$ cat src/rtl/bp_stream_to_lite_if.sv
// Stream-beat input and reassembled Lite-message output of bp_stream_to_lite.
// Header layout, LSB first: msg_type[3:0], addr, size[2:0], payload.
interface bp_stream_to_lite_if #(
  parameter int hdr_width_p      = 54,
  parameter int in_data_width_p  = 64,
  parameter int out_data_width_p = 512
);
  logic [hdr_width_p-1:0]                  mem_header_i;
  logic [in_data_width_p-1:0]              mem_data_i;
  logic                                    mem_v_i;
  logic                                    mem_yumi_o;
  logic [hdr_width_p+out_data_width_p-1:0] mem_o;
  logic                                    mem_v_o;
  logic                                    mem_yumi_i;

  modport slave (
    input  mem_header_i, mem_data_i, mem_v_i, mem_yumi_i,
    output mem_yumi_o, mem_o, mem_v_o
  );

  modport master (
    output mem_header_i, mem_data_i, mem_v_i, mem_yumi_i,
    input  mem_yumi_o, mem_o, mem_v_o
  );
endinterface

$ cat src/rtl/bp_stream_to_lite.sv
// Deserializes a BP stream (header + N narrow beats) into one wide Lite message.
// Holds a single message; mem_o = {header, data} with beat 0 at data LSBs.
module bp_stream_to_lite #(
  parameter int paddr_width_p    = 40,
  parameter int lce_id_width_p   = 4,
  parameter int lce_assoc_p      = 8,
  parameter int in_data_width_p  = 64,
  parameter int out_data_width_p = 512,
  parameter int master_p         = 0
) (
  input logic clk_i,
  input logic reset_i,
  bp_stream_to_lite_if.slave bus
);
  localparam int stream_words_lp  = out_data_width_p / in_data_width_p;
  localparam int in_data_bytes_lp = in_data_width_p / 8;
  localparam int cnt_width_lp     =
    (stream_words_lp > 1) ? $clog2(stream_words_lp) : 1;
  localparam int in_lg_lp         = $clog2(in_data_bytes_lp);
  localparam int way_width_lp     =
    (lce_assoc_p > 1) ? $clog2(lce_assoc_p) : 1;
  localparam int hdr_width_lp     =
    4 + paddr_width_p + 3 + lce_id_width_p + way_width_lp;
  localparam int size_lsb_lp      = 4 + paddr_width_p;
  localparam logic lp_master      = (master_p != 0);

  typedef enum logic {e_collect, e_full} state_e;

  state_e r_state;
  state_e w_state_nxt;

  logic [cnt_width_lp-1:0] r_cnt;
  logic [cnt_width_lp-1:0] r_last;
  logic [hdr_width_lp-1:0] r_hdr;
  logic [stream_words_lp-1:0][in_data_width_p-1:0] r_data;
  logic [stream_words_lp-1:0][in_data_width_p-1:0] w_data;

  logic [3:0]              w_type;
  logic [2:0]              w_size;
  logic                    w_is_wr;
  logic                    w_multi;
  logic                    w_first;
  logic [cnt_width_lp-1:0] w_hdr_last;
  logic [cnt_width_lp-1:0] w_cur_last;
  logic                    w_done;
  logic                    w_yumi;
  logic                    w_v;

  assign w_type  = bus.mem_header_i[3:0];
  assign w_size  = bus.mem_header_i[size_lsb_lp +: 3];
  assign w_is_wr = (w_type == 4'd1) || (w_type == 4'd3);
  assign w_multi = (lp_master == w_is_wr);
  assign w_first = (r_cnt == '0);

  // Beat count is a power of two, kept as N-1 so N == stream_words fits
  assign w_hdr_last =
    (w_multi && ({29'b0, w_size} > 32'(in_lg_lp)))
      ? cnt_width_lp'((32'd1 << ({29'b0, w_size} - 32'(in_lg_lp))) - 32'd1)
      : '0;

  assign w_cur_last = w_first ? w_hdr_last : r_last;
  assign w_done     = w_yumi && (r_cnt == w_cur_last);

  always_ff @(posedge clk_i) begin
    if (reset_i) r_state <= e_collect;
    else         r_state <= w_state_nxt;
  end

  always_comb begin
    w_state_nxt = r_state;
    unique case (r_state)
      e_collect: if (w_done)         w_state_nxt = e_full;
      e_full:    if (bus.mem_yumi_i) w_state_nxt = e_collect;
      default:                       w_state_nxt = e_collect;
    endcase
  end

  always_comb begin
    w_yumi = 1'b0;
    w_v    = 1'b0;
    unique case (r_state)
      e_collect: w_yumi = bus.mem_v_i && !reset_i;
      e_full:    w_v    = 1'b1;
      default:   w_yumi = 1'b0;
    endcase
  end

  always_ff @(posedge clk_i) begin
    if (reset_i) begin
      r_cnt <= '0;
    end else if (w_yumi) begin
      r_data[r_cnt] <= bus.mem_data_i;
      if (w_first) begin
        r_hdr  <= bus.mem_header_i;
        r_last <= w_hdr_last;
      end
      r_cnt <= w_done ? '0 : r_cnt + 1'b1;
    end
  end

  // N is a power of two, so k mod N reduces to a mask with N-1
  for (genvar k = 0; k < stream_words_lp; k++) begin : g_rep
    localparam logic [cnt_width_lp-1:0] lp_k = cnt_width_lp'(k);
    assign w_data[k] = r_data[lp_k & r_last];
  end

  assign bus.mem_yumi_o = w_yumi;
  assign bus.mem_v_o    = w_v;
  assign bus.mem_o      = {r_hdr, w_data};

`ifndef SYNTHESIS
  a_div: assert property (@(posedge clk_i)
    (out_data_width_p % in_data_width_p) == 0);
  a_size: assert property (@(posedge clk_i) disable iff (reset_i)
    (w_yumi && w_first) |->
      ((32'd1 << w_size) <= 32'(out_data_width_p / 8)));
  a_same: assert property (@(posedge clk_i) disable iff (reset_i)
    (w_yumi && !w_first) |->
      (w_type == r_hdr[3:0] && w_size == r_hdr[size_lsb_lp +: 3]));
  a_yumi: assert property (@(posedge clk_i) disable iff (reset_i)
    bus.mem_yumi_i |-> w_v);
`endif
endmodule

$ cat src/flat_wrapper.sv
// flat-port wrapper written by rule: the top's interface ports become plain ports
module bp_stream_to_lite_flat 
#(
  parameter int paddr_width_p    = 40,
  parameter int lce_id_width_p   = 4,
  parameter int lce_assoc_p      = 8,
  parameter int in_data_width_p  = 64,
  parameter int out_data_width_p = 512,
  parameter int master_p         = 0
)
  (clk_i, reset_i, bus_mem_header_i, bus_mem_data_i, bus_mem_v_i, bus_mem_yumi_i, bus_mem_yumi_o, bus_mem_o, bus_mem_v_o);
  bp_stream_to_lite_if #(.hdr_width_p((4 + (40) + 3 + (4) + $clog2((8)))), .in_data_width_p(in_data_width_p), .out_data_width_p(out_data_width_p)) bus_i ();
  input logic clk_i;
  input logic reset_i;
  input wire logic [$bits(bus_i.mem_header_i)-1:0] bus_mem_header_i;
  input wire logic [$bits(bus_i.mem_data_i)-1:0] bus_mem_data_i;
  input wire logic [$bits(bus_i.mem_v_i)-1:0] bus_mem_v_i;
  input wire logic [$bits(bus_i.mem_yumi_i)-1:0] bus_mem_yumi_i;
  output wire logic [$bits(bus_i.mem_yumi_o)-1:0] bus_mem_yumi_o;
  output wire logic [$bits(bus_i.mem_o)-1:0] bus_mem_o;
  output wire logic [$bits(bus_i.mem_v_o)-1:0] bus_mem_v_o;
  assign bus_i.mem_header_i = bus_mem_header_i;
  assign bus_i.mem_data_i = bus_mem_data_i;
  assign bus_i.mem_v_i = bus_mem_v_i;
  assign bus_i.mem_yumi_i = bus_mem_yumi_i;
  assign bus_mem_yumi_o = bus_i.mem_yumi_o;
  assign bus_mem_o = bus_i.mem_o;
  assign bus_mem_v_o = bus_i.mem_v_o;
  bp_stream_to_lite #(.paddr_width_p(paddr_width_p), .lce_id_width_p(lce_id_width_p), .lce_assoc_p(lce_assoc_p), .in_data_width_p(in_data_width_p), .out_data_width_p(out_data_width_p), .master_p(master_p)) u_core (.clk_i(clk_i), .reset_i(reset_i), .bus(bus_i));
endmodule
$ cat config.mk
export PLATFORM = sky130hd
export DESIGN_NAME = bp_stream_to_lite_flat
export DESIGN_NICKNAME = d
export VERILOG_FILES = /design/src/rtl/bp_stream_to_lite_if.sv /design/src/rtl/bp_stream_to_lite.sv /design/src/flat_wrapper.sv
export SDC_FILE = /design/constraint.sdc
export NUM_CORES = 1
export LEC_CHECK = 0
export ABC_AREA = 1
export BUFFER_PORTS_ARGS = -buffer_cell sky130_fd_sc_hd__clkbuf_2
export CORE_AREA = 2 2 272 274
export CTS_BUF_LIST = sky130_fd_sc_hd__clkbuf_8
export CTS_CLUSTER_SIZE = 12
export DETAILED_ROUTE_END_ITERATION = 12
export DIE_AREA = 0 0 274 276
export PLACE_DENSITY = 0.6
export SYNTH_ARGS = -nofsm -noshare
export SYNTH_HDL_FRONTEND = slang
export SYNTH_SLANG_ARGS = --single-unit
$ cat constraint.sdc
create_clock -name clk_i -period 6.2 [get_ports clk_i]
set_input_delay 0.93 -clock clk_i [delete_from_list [all_inputs] [get_ports clk_i]]
set_output_delay 0.93 -clock clk_i [all_outputs]
set_load 0.05 [all_outputs]
==> results_dict.tcl, run 1 <==
set metrics [dict create \
    synth_edf_count 569 \
    wirelength_um 84100 \
    synth.distinct_cells 28 \
    finalClockSkew_ns 0.0461 \
    multi_input_area_um2 7080 \
    yosysMostFrequentCell "edfxtp_1" \
    area_growth_pct 21.7 \
    grt_pass1_wl_um 126000 \
    final_cells 4136 \
    cts_buffers 98 \
    io_pins 690 \
    cts-resized-gates 0 \
    die_x_um 274 \
    synth_top_area_share_pct 65.2 \
    first_pass_iters 6 \
    ant_nets 0 \
    holdWs_ns 0.412 \
    finalHoldViolCount 0 \
    rrSetupSlack_ns 3.25 \
    start_util_pct 36.1 \
    vdd_drop_max_uv 255 \
    synthTopCellsByCount "edfxtp_1 (569), nor2_1 (509), o21ai_0 (339)" \
    slowest_stage "buf_4" \
    cts_buffer_depth 3 \
    drc 0 \
    syn_area_um2 26200 \
    post-dp-hpwl_um 55100 \
    hold_class "in -> reg" \
    cts_hold_buffers 0 \
    port_buffers 689 \
    fin_tns_setup_ns 0 \
    crit_type "reg -> out" \
    switching_power_mw 3.49 \
    clockRootBuffer "clkbuf_8" \
    crit_buf_inv 3 \
    clk_pin_slew_ns 0.06 \
    leakage_nw 12.9 \
    grt_antenna_before_repair 1 \
    fmax_mhz 211 \
    syn_inst 2487 \
    start_kind "flip-flop" \
    h-tree-depth 3 \
    seq_area_um2 17200 \
    drive_above_1_share_pct 29.4 \
    clock_latency_ns 0.68 \
    worstPathArrival_ns 3.81 \
    seq_area_frac_synth_pct 65.5 \
    path_common_cell "buf_4" \
    die_h_um 276 \
    cts_setup_buffers 0 \
    fin_ws_ns 1.46 \
    cts_tree "yes" \
    fillers 7028 \
    power_mw 9.92 \
    synth_top_cell_by_area "edfxtp_1" \
    crit_fanout 99 \
    period_needed_ns 4.74 \
    die_area_um2 75600 \
    core_um2 72600 \
    crit_path_end_kind "output pin" \
    grt_pass1_vias 20400 \
    crit_chain "buf_4 -> buf_4 -> o21ai_0 -> a21oi_1 -> clkbuf_2" \
    slew_headroom_pct 27.0 \
    num_rows 99 \
    grt_max_degree 150 \
    pre_cts_slack_ns 2.26 \
    setup_viol 0 \
    grtUsageTotal_pct 21.5 \
    p_per_area_nw_per_um2 311 \
    tightest_slew_ns 1.09 \
    drtIter0Drc 1901 \
    place_inst 3954 \
    wl_per_cell_um 20.3 \
    syn-num-nets 2614 \
    vias 21100 \
    vias_per_cell 5.10 \
    cts.sinks 573 \
    ys_warn_count 0 \
    clockPowerShare_pct 32.6 \
    slew_violations 0 \
    grt_overflow 0 \
    postSynthAreaPerCell_um2 10.5 \
    fin_crit_sh_pct 76.5 \
    synthTopCellsByArea "edfxtp_1 (65%), nor2_1 (7.3%), o21ai_0 (6.5%)" \
    crit_required_ns 5.27 \
    internal_power_mw 6.44 \
    async_flop_share_pct 0 \
    gp_congestion 0.883 \
    seqPwrFrac_pct 44.0 \
    cap_violations 0 \
    synth-seq-cells 573 \
    cp_top_family "buffers and inverters" \
    power_frac_comb_pct 23.4 \
    rsz0062_at_grt "false" \
    synthFlopType "edfxtp_1" \
    max_stage_delay_ns 0.78 \
    status "complete, no violations" \
    fin_nets 3222 \
    swShare_pct 35.1 \
]
-- worst paths after layout --
| check | end | from | cells after the start |
|---|---|---|---|
| min | u_core.r_hdr[20] | bus_mem_header_i[20] | 1 |
| max | bus_mem_o[404] | u_core.r_last[1] | 5 |
| min reg2reg | u_core.r_cnt[0] | u_core.r_cnt[0] | 2 |
| max reg2reg | u_core.r_data[124] | u_core.r_state | 7 |
-- state kept, by name (all words and copies together), names as in the netlist --
name / flops
u_core.r_data: 512
u_core.r_hdr: 54
u_core.r_cnt: 3
u_core.r_last: 3
u_core.r_state: 1
-- power groups by stage --
stage / clock (mW) / sequential, mW / combinational, mW
global route: 3.49 / 4.37 / 2.44
floorplan: 0 / 4.51 / 1.67
finish: 3.24 / 4.37 / 2.32
global placement: 0 / 4.45 / 2.32
CTS: 3.32 / 4.37 / 2.32
detailed placement: 0 / 4.45 / 2.32
-- per-stage QoR --
stage | util [%] | cell area, µm²
2_1_floorplan | - | 26200
3_3_place_gp | 41.4 | 30000
3_5_place_dp | 41.4 | 30000
4_1_cts | 43.9 | 31900
5_1_grt | 43.9 | 31900
6_report | 43.9 | 31900
-- cells by family after synthesis --
kind of cell | count (synthesis) | synth area share (%)
buf+inv | 429 | 7.75
simple gates | 814 | 12.4
flops | 573 | 65.5
fa+ha+maj | 5 | 0.239
compound gates | 666 | 14.1
-- cell type report --
class,instances,share of cell area [%]
Tap cell,959,3.76
Multi-Input combinational cell,1485,22.2
Clock inverter,77,1.36
Sequential cell,573,53.8
Timing Repair Buffer,727,11.9
Antenna cell,1,0.00784
Inverter,210,2.53
Clock buffer,104,4.49
-- per-layer routing --
layer / part of all wire [%] / GRT usage, % / vias to the layer above / wire [µm]
met1: 40 / 27.0 / 10200 / 33700
met5: 0 / 0 / - / 0
met3: 7.3 / 4.29 / 143 / 6110
li1: - / - / 9779 / -
met4: 3.2 / 8.22 / 0 / 2710
met2: 50 / 36.6 / 954 / 41600
-- layout by cell type (no fill, tap or decap), types with 34 or more instances in the layout --
cell type  instances
or2_2             34
o22ai_1           43
nor2_1           500
nand2_1          226
o21ai_0          339
inv_1            241
o21ai_2           38
o221ai_1          43
a21oi_1          168
edfxtp_1         569
clkbuf_2         689
buf_4             34
clkbuf_8         104
(Power assumes the default switching activity.)
==> run 2, diff against run 1 <==
ABC_AREA = 0   (was 1)
CORE_AREA = 2 2 265 267   (was 2 2 272 274)
DIE_AREA = 0 0 267 269   (was 0 0 274 276)
PLACE_DENSITY = 0.63   (was 0.6)
clock period = 4.75 ns   (was 6.2 ns; I/O delays follow)
==> run 2 against run 1 <==
  * Critical path depth increased by 2
  * Cell area increased by 1.1%
  * Hold slack worse by 0.21 ns
  * Largest cell class unchanged
==> results_dict.tcl, run 2 <==
set metrics [dict create \
    status "complete, no violations" \
    place_inst 3255 \
    p_per_area_nw_per_um2 534 \
    fillers 6270 \
    synthFlopType "edfxtp_1" \
    grt_overflow 0 \
    crit_chain "buf_12 -> buf_12 -> mux2_2 -> nor2_1 -> a21oi_1 -> mux2_2 -> clkbuf_2" \
    async_flop_share_pct 0 \
    num_rows 97 \
    grt_pass1_vias 17500 \
    h-tree-depth 3 \
    slowest_stage "mux2_2" \
    clock_latency_ns 0.67 \
    postSynthAreaPerCell_um2 14.9 \
    die_h_um 269 \
    slew_violations 0 \
    vias 17400 \
    fin_crit_sh_pct 80.9 \
    period_needed_ns 3.84 \
    cts_tree "yes" \
    die_x_um 267 \
    syn-num-nets 1898 \
    grt_max_degree 183 \
    leakage_nw 12.9 \
    syn_inst 1771 \
    cts-resized-gates 0 \
    worstPathArrival_ns 3.13 \
    fin_nets 2541 \
    drtIter0Drc 1016 \
    layout_common_cells "clkbuf_2 (689), edfxtp_1 (569), mux2i_1 (321)" \
    hold_class "in -> reg" \
    drc 0 \
    start_util_pct 38.0 \
    cts_buffer_depth 3 \
    synth_edf_count 569 \
    fin_tns_setup_ns 0 \
    clockRootBuffer "clkbuf_8" \
    wl_per_cell_um 22.1 \
    power_mw 17.2 \
    synthTopCellsByCount "edfxtp_1 (569), mux2i_1 (321), mux2_2 (256)" \
    crit_type "reg -> out" \
    wirelength_um 75900 \
    rrSetupSlack_ns 1.88 \
    crit_path_end_kind "output pin" \
    cts_hold_buffers 0 \
    postLayoutCoreUtil_pct 46.5 \
    grt_antenna_before_repair 9 \
    start_kind "flip-flop" \
    vdd_drop_max_uv 306 \
    die_area_um2 71800 \
    finalHoldViolCount 0 \
    fmax_mhz 260 \
    ys_warn_count 0 \
    cap_violations 0 \
    core_um2 69300 \
    seq_area_um2 17200 \
    gp_congestion 0.881 \
    yosysMostFrequentCell "edfxtp_1" \
    synthTopCellsByArea "edfxtp_1 (65%), mux2i_1 (12%), mux2_2 (11%)" \
    largest_registers "u_core.r_data x512, u_core.r_hdr x54" \
    post-dp-hpwl_um 52200 \
    slew_headroom_pct 23.0 \
    synth.distinct_cells 34 \
    port_buffers 689 \
    cts_setup_buffers 0 \
    top_register "u_core.r_data" \
    grt_pass1_wl_um 109000 \
    rsz0062_at_grt "false" \
    cts.sinks 573 \
    synth_top_area_share_pct 64.8 \
    finalClockSkew_ns 0.0487 \
    layout_commonest_cell "clkbuf_2" \
    final_cells 3438 \
    synth-seq-cells 573 \
    drive_above_1_share_pct 44.5 \
    cts_buffers 97 \
    crit_fanout 96 \
    clk_pin_slew_ns 0.06 \
    synth_top_cell_by_area "edfxtp_1" \
    multi_input_area_um2 8230 \
    max_stage_delay_ns 0.44 \
    vias_per_cell 5.05 \
    tightest_slew_ns 1.16 \
    crit_required_ns 4.04 \
    setup_viol 0 \
    seq_area_frac_synth_pct 65.1 \
    io_pins 690 \
    ant_nets 0 \
    largest_reg_flops 512 \
    area_growth_pct 22.3 \
    grtUsageTotal_pct 20.2 \
    syn_area_um2 26400 \
    first_pass_iters 5 \
]
## run 2: path summary, 6_finish.rpt
path,startpoint,end,cells after the start
worst max-delay path,u_core.r_last[0],bus_mem_o[492],7
worst min register to register,u_core.r_cnt[0],u_core.r_cnt[0],3
worst max register to register,u_core.r_state,u_core.r_data[442],5
worst min-delay path,bus_mem_header_i[27],u_core.r_hdr[27],1
## run 2: report_power, final
part / switching [mW] / internal, mW
combinational: 5.38 / 1.63
clock: 1.97 / 2.23
sequential: 0.139 / 5.85
total: 7.49 / 9.72
## run 2: kinds of logic (layout without fill, tap and decap cells)
family | count (synthesis) | count (layout) | synth area share, %
AOI/OAI and AO/OA | 208 | 208 | 4.03
DFF | 573 | 573 | 65.1
muxes | 577 | 577 | 23.1
adders and majority gates | 5 | 5 | 0.237
xor gates and xnor gates | 2 | 2 | 0.0665
other | 0 | 6 | 0
buffers and inverters | 178 | 899 | 3.94
and+or+nand+nor | 228 | 228 | 3.47
## run 2: cell type report
class                   count  share of cell area [%]
flip-flops and latches    573                    53.2
clock buffers             103                    4.40
well taps                 940                    3.65
diodes                      6                  0.0466
multi-input cells        1020                    25.5
repair buffers            717                    11.7
clock inverters            74                    1.34
inverters                   5                  0.0582
## run 2: per-stage QoR
| step | hold WS, ns | setup slack, ns | cell area [µm²] |
|---|---|---|---|
| final | 0.206 | 0.909 | 32200 |
| after global routing | 0.146 | 0.759 | 32200 |
| after floorplan | 0.553 | -0.634 | 26400 |
| after global placement | 0.586 | 1.55 | 30400 |
| after detailed placement | 0.614 | 1.41 | 30400 |
| after CTS | 0.122 | 0.878 | 32200 |
## run 2: metal layers
layer,vias to the layer above,part of all wire [%],GRT usage [%]
li1,7968,-,-
met1,8586,39,24.0
met2,639,52,35.4
met3,162,5.7,3.85
met4,2,3.6,9.11
met5,-,0.020,0
## run 2: critical path, delay by kind of cell, from the launching register on
family,cells,cell delay [ns]
flip-flops,1,0.41
buffers and inverters,3,0.87
AND/OR/NAND/NOR,1,0.10
AO/OA/AOI/OAI,1,0.08
multiplexers,2,0.79
==> run 3, diff against run 2 <==
clock period = 3.7 ns   (was 4.75 ns; I/O delays follow)
==> run 3 against run 2 <==
  * Clock-buffer cell count down 6
  * First-iteration DRC count up 1.2%
  * Die area unchanged
  * Flip-flop and latch count unchanged
  * Register-to-register slack worse by 0.67 ns
  * Sequential share of layout area down 0.85 points
  * Power up 28%
  * Wire length up 3.1%
  * Combinational power up 31%
  * Critical endpoint is now bus_mem_o[469]
==> results_dict.tcl, run 3 (synthesis gave the netlist of run 2 again) <==
set metrics [dict create \
    core_um2 69300 \
    layout_common_cells "clkbuf_2 (689), edfxtp_1 (569), mux2i_1 (321)" \
    grt_pass1_vias 17700 \
    grt_max_degree 155 \
    cts_buffer_depth 3 \
    finalClockSkew_ns 0.0351 \
    drive_above_1_share_pct 43.6 \
    worstPathArrival_ns 2.98 \
    cp-endpoint "bus_mem_o[469]" \
    start_kind "flip-flop" \
    clk_pin_slew_ns 0.06 \
    grt_antenna_before_repair 3 \
    gp_congestion 0.863 \
    reg2reg_to "u_core.r_data[51]" \
    ant_nets 0 \
    largest_registers "u_core.r_data x512, u_core.r_hdr x54" \
    crit_path_end_kind "output pin" \
    first_pass_iters 5 \
    wl_per_cell_um 22.4 \
    setup_viol 0 \
    grtUsageTotal_pct 20.8 \
    cts_buffers 96 \
    rsz0062_at_grt "false" \
    clock_latency_ns 0.68 \
    postLayoutCoreUtil_pct 47.3 \
    fin_tns_setup_ns 0 \
    cts_setup_buffers 0 \
    vias 17700 \
    crit_required_ns 3.14 \
    slew_violations 0 \
    drtIter0Drc 1028 \
    h-tree-depth 3 \
    wirelength_um 78300 \
    grt_overflow 0 \
    slowest_stage "mux2_2" \
    worstRegToRegCells 5 \
    slew_headroom_pct 39.8 \
    holdWs_ns 0.0805 \
    finalHoldViolCount 0 \
    grt_pass1_wl_um 112000 \
    largest_reg_flops 512 \
    die_area_um2 71800 \
    fin_ws_ns 0.163 \
    fin_crit_sh_pct 95.6 \
    cts.sinks 573 \
    post-dp-hpwl_um 52900 \
    period_needed_ns 3.54 \
    top_register "u_core.r_data" \
    fillers 6138 \
    area_growth_pct 24.3 \
    crit_path_start "u_core.r_last[0]" \
    pre_cts_slack_ns 0.647 \
    max_stage_delay_ns 0.42 \
    num_rows 97 \
    tightest_slew_ns 0.903 \
    crit_type "reg -> out" \
    leakage_nw 13.2 \
    fmax_mhz 283 \
    fin_nets 2603 \
    crit_fanout 47 \
    cts_tree "yes" \
    clockRootBuffer "clkbuf_8" \
    die_h_um 269 \
    port_buffers 689 \
    power_mw 22.0 \
    r2r-start "u_core.r_state" \
    vdd_drop_max_uv 417 \
    cap_violations 0 \
    crit_chain "buf_12 -> buf_12 -> mux2_2 -> nor2_1 -> a21oi_1 -> mux2_2 -> clkbuf_2" \
    status "complete, no violations" \
    p_per_area_nw_per_um2 672 \
    die_x_um 267 \
    layout_commonest_cell "clkbuf_2" \
    io_pins 690 \
    vias_per_cell 5.07 \
    rrSetupSlack_ns 1.21 \
    hold_class "in -> reg" \
    drc 0 \
    start_util_pct 38.0 \
]
==> run 3: cell types whose count changed in the layout (fill, tap and decap cells not counted), sizes merged <==
cell / change
inv: +15
bufinv: -1
diode: -4
clkbuf: -6
clkinv: -9
dlygate4sd3: +48
buf: +15
==> run 3: power by group <==
| part | internal, mW | total, mW | switching, mW | leakage [nW] |
|---|---|---|---|---|
| registers | 7.52 | 7.69 | 0.172 | 5.18 |
| logic | 2.15 | 9.18 | 7.02 | 6.92 |
| clock network | 2.66 | 5.16 | 2.50 | 1.06 |
==> run 3: area by class of cell <==
class	instances	area (µm²)	area share [%]
Clock buffer	97	1340	4.07
Timing Repair Buffer	780	4410	13.4
Multi-Input combinational cell	1020	8240	25.1
Tap cell	940	1180	3.59
Inverter	5	18.8	0.0573
Sequential cell	573	17200	52.4
Clock inverter	79	419	1.28
Antenna cell	2	5.00	0.0153
==> run 3: worst min path at each step <==
stage                             start               to  slack [ns]  cells past startpoint
floorplan               u_core.r_cnt[0]  u_core.r_cnt[0]        0.55                      3
global placement        u_core.r_cnt[0]  u_core.r_cnt[0]        0.58                      3
detailed placement      u_core.r_cnt[0]  u_core.r_cnt[0]        0.61                      3
CTS                 bus_mem_header_i[5]  u_core.r_hdr[5]       0.006                      1
global route        bus_mem_header_i[5]  u_core.r_hdr[5]        0.02                      1
finish              bus_mem_header_i[5]  u_core.r_hdr[5]        0.08                      1
==> run 3: stage by stage <==
step	cell area, µm²	cells
2_1_floorplan	26400	1771
3_5_place_dp	30500	3270
5_1_grt	32800	3496
3_3_place_gp	30500	3270
4_1_cts	32800	3494
6_report	32800	3496
==> run 3: metal layers <==
metal / GRT usage, % / part of all wire, %
met5: 0 / 0
met4: 9.13 / 3.4
met3: 4.25 / 5.9
met2: 35.0 / 50
met1: 26.0 / 41
==> run 3: worst max-delay path: cells and delay by family, from the launching register on <==
| kind | cells | cell delay [ns] |
|---|---|---|
| flops | 1 | 0.40 |
| simple gates | 1 | 0.10 |
| compound gates | 1 | 0.07 |
| mux | 2 | 0.70 |
| buf+inv | 3 | 0.93 |
==> run 3: timing repair <==
item / CTS / global route
gates resized for setup: 0 / 1
endpoints found under the setup margin: 0 / 1
endpoints found under the hold margin: 48 / 0
hold buffers: 48 / 0
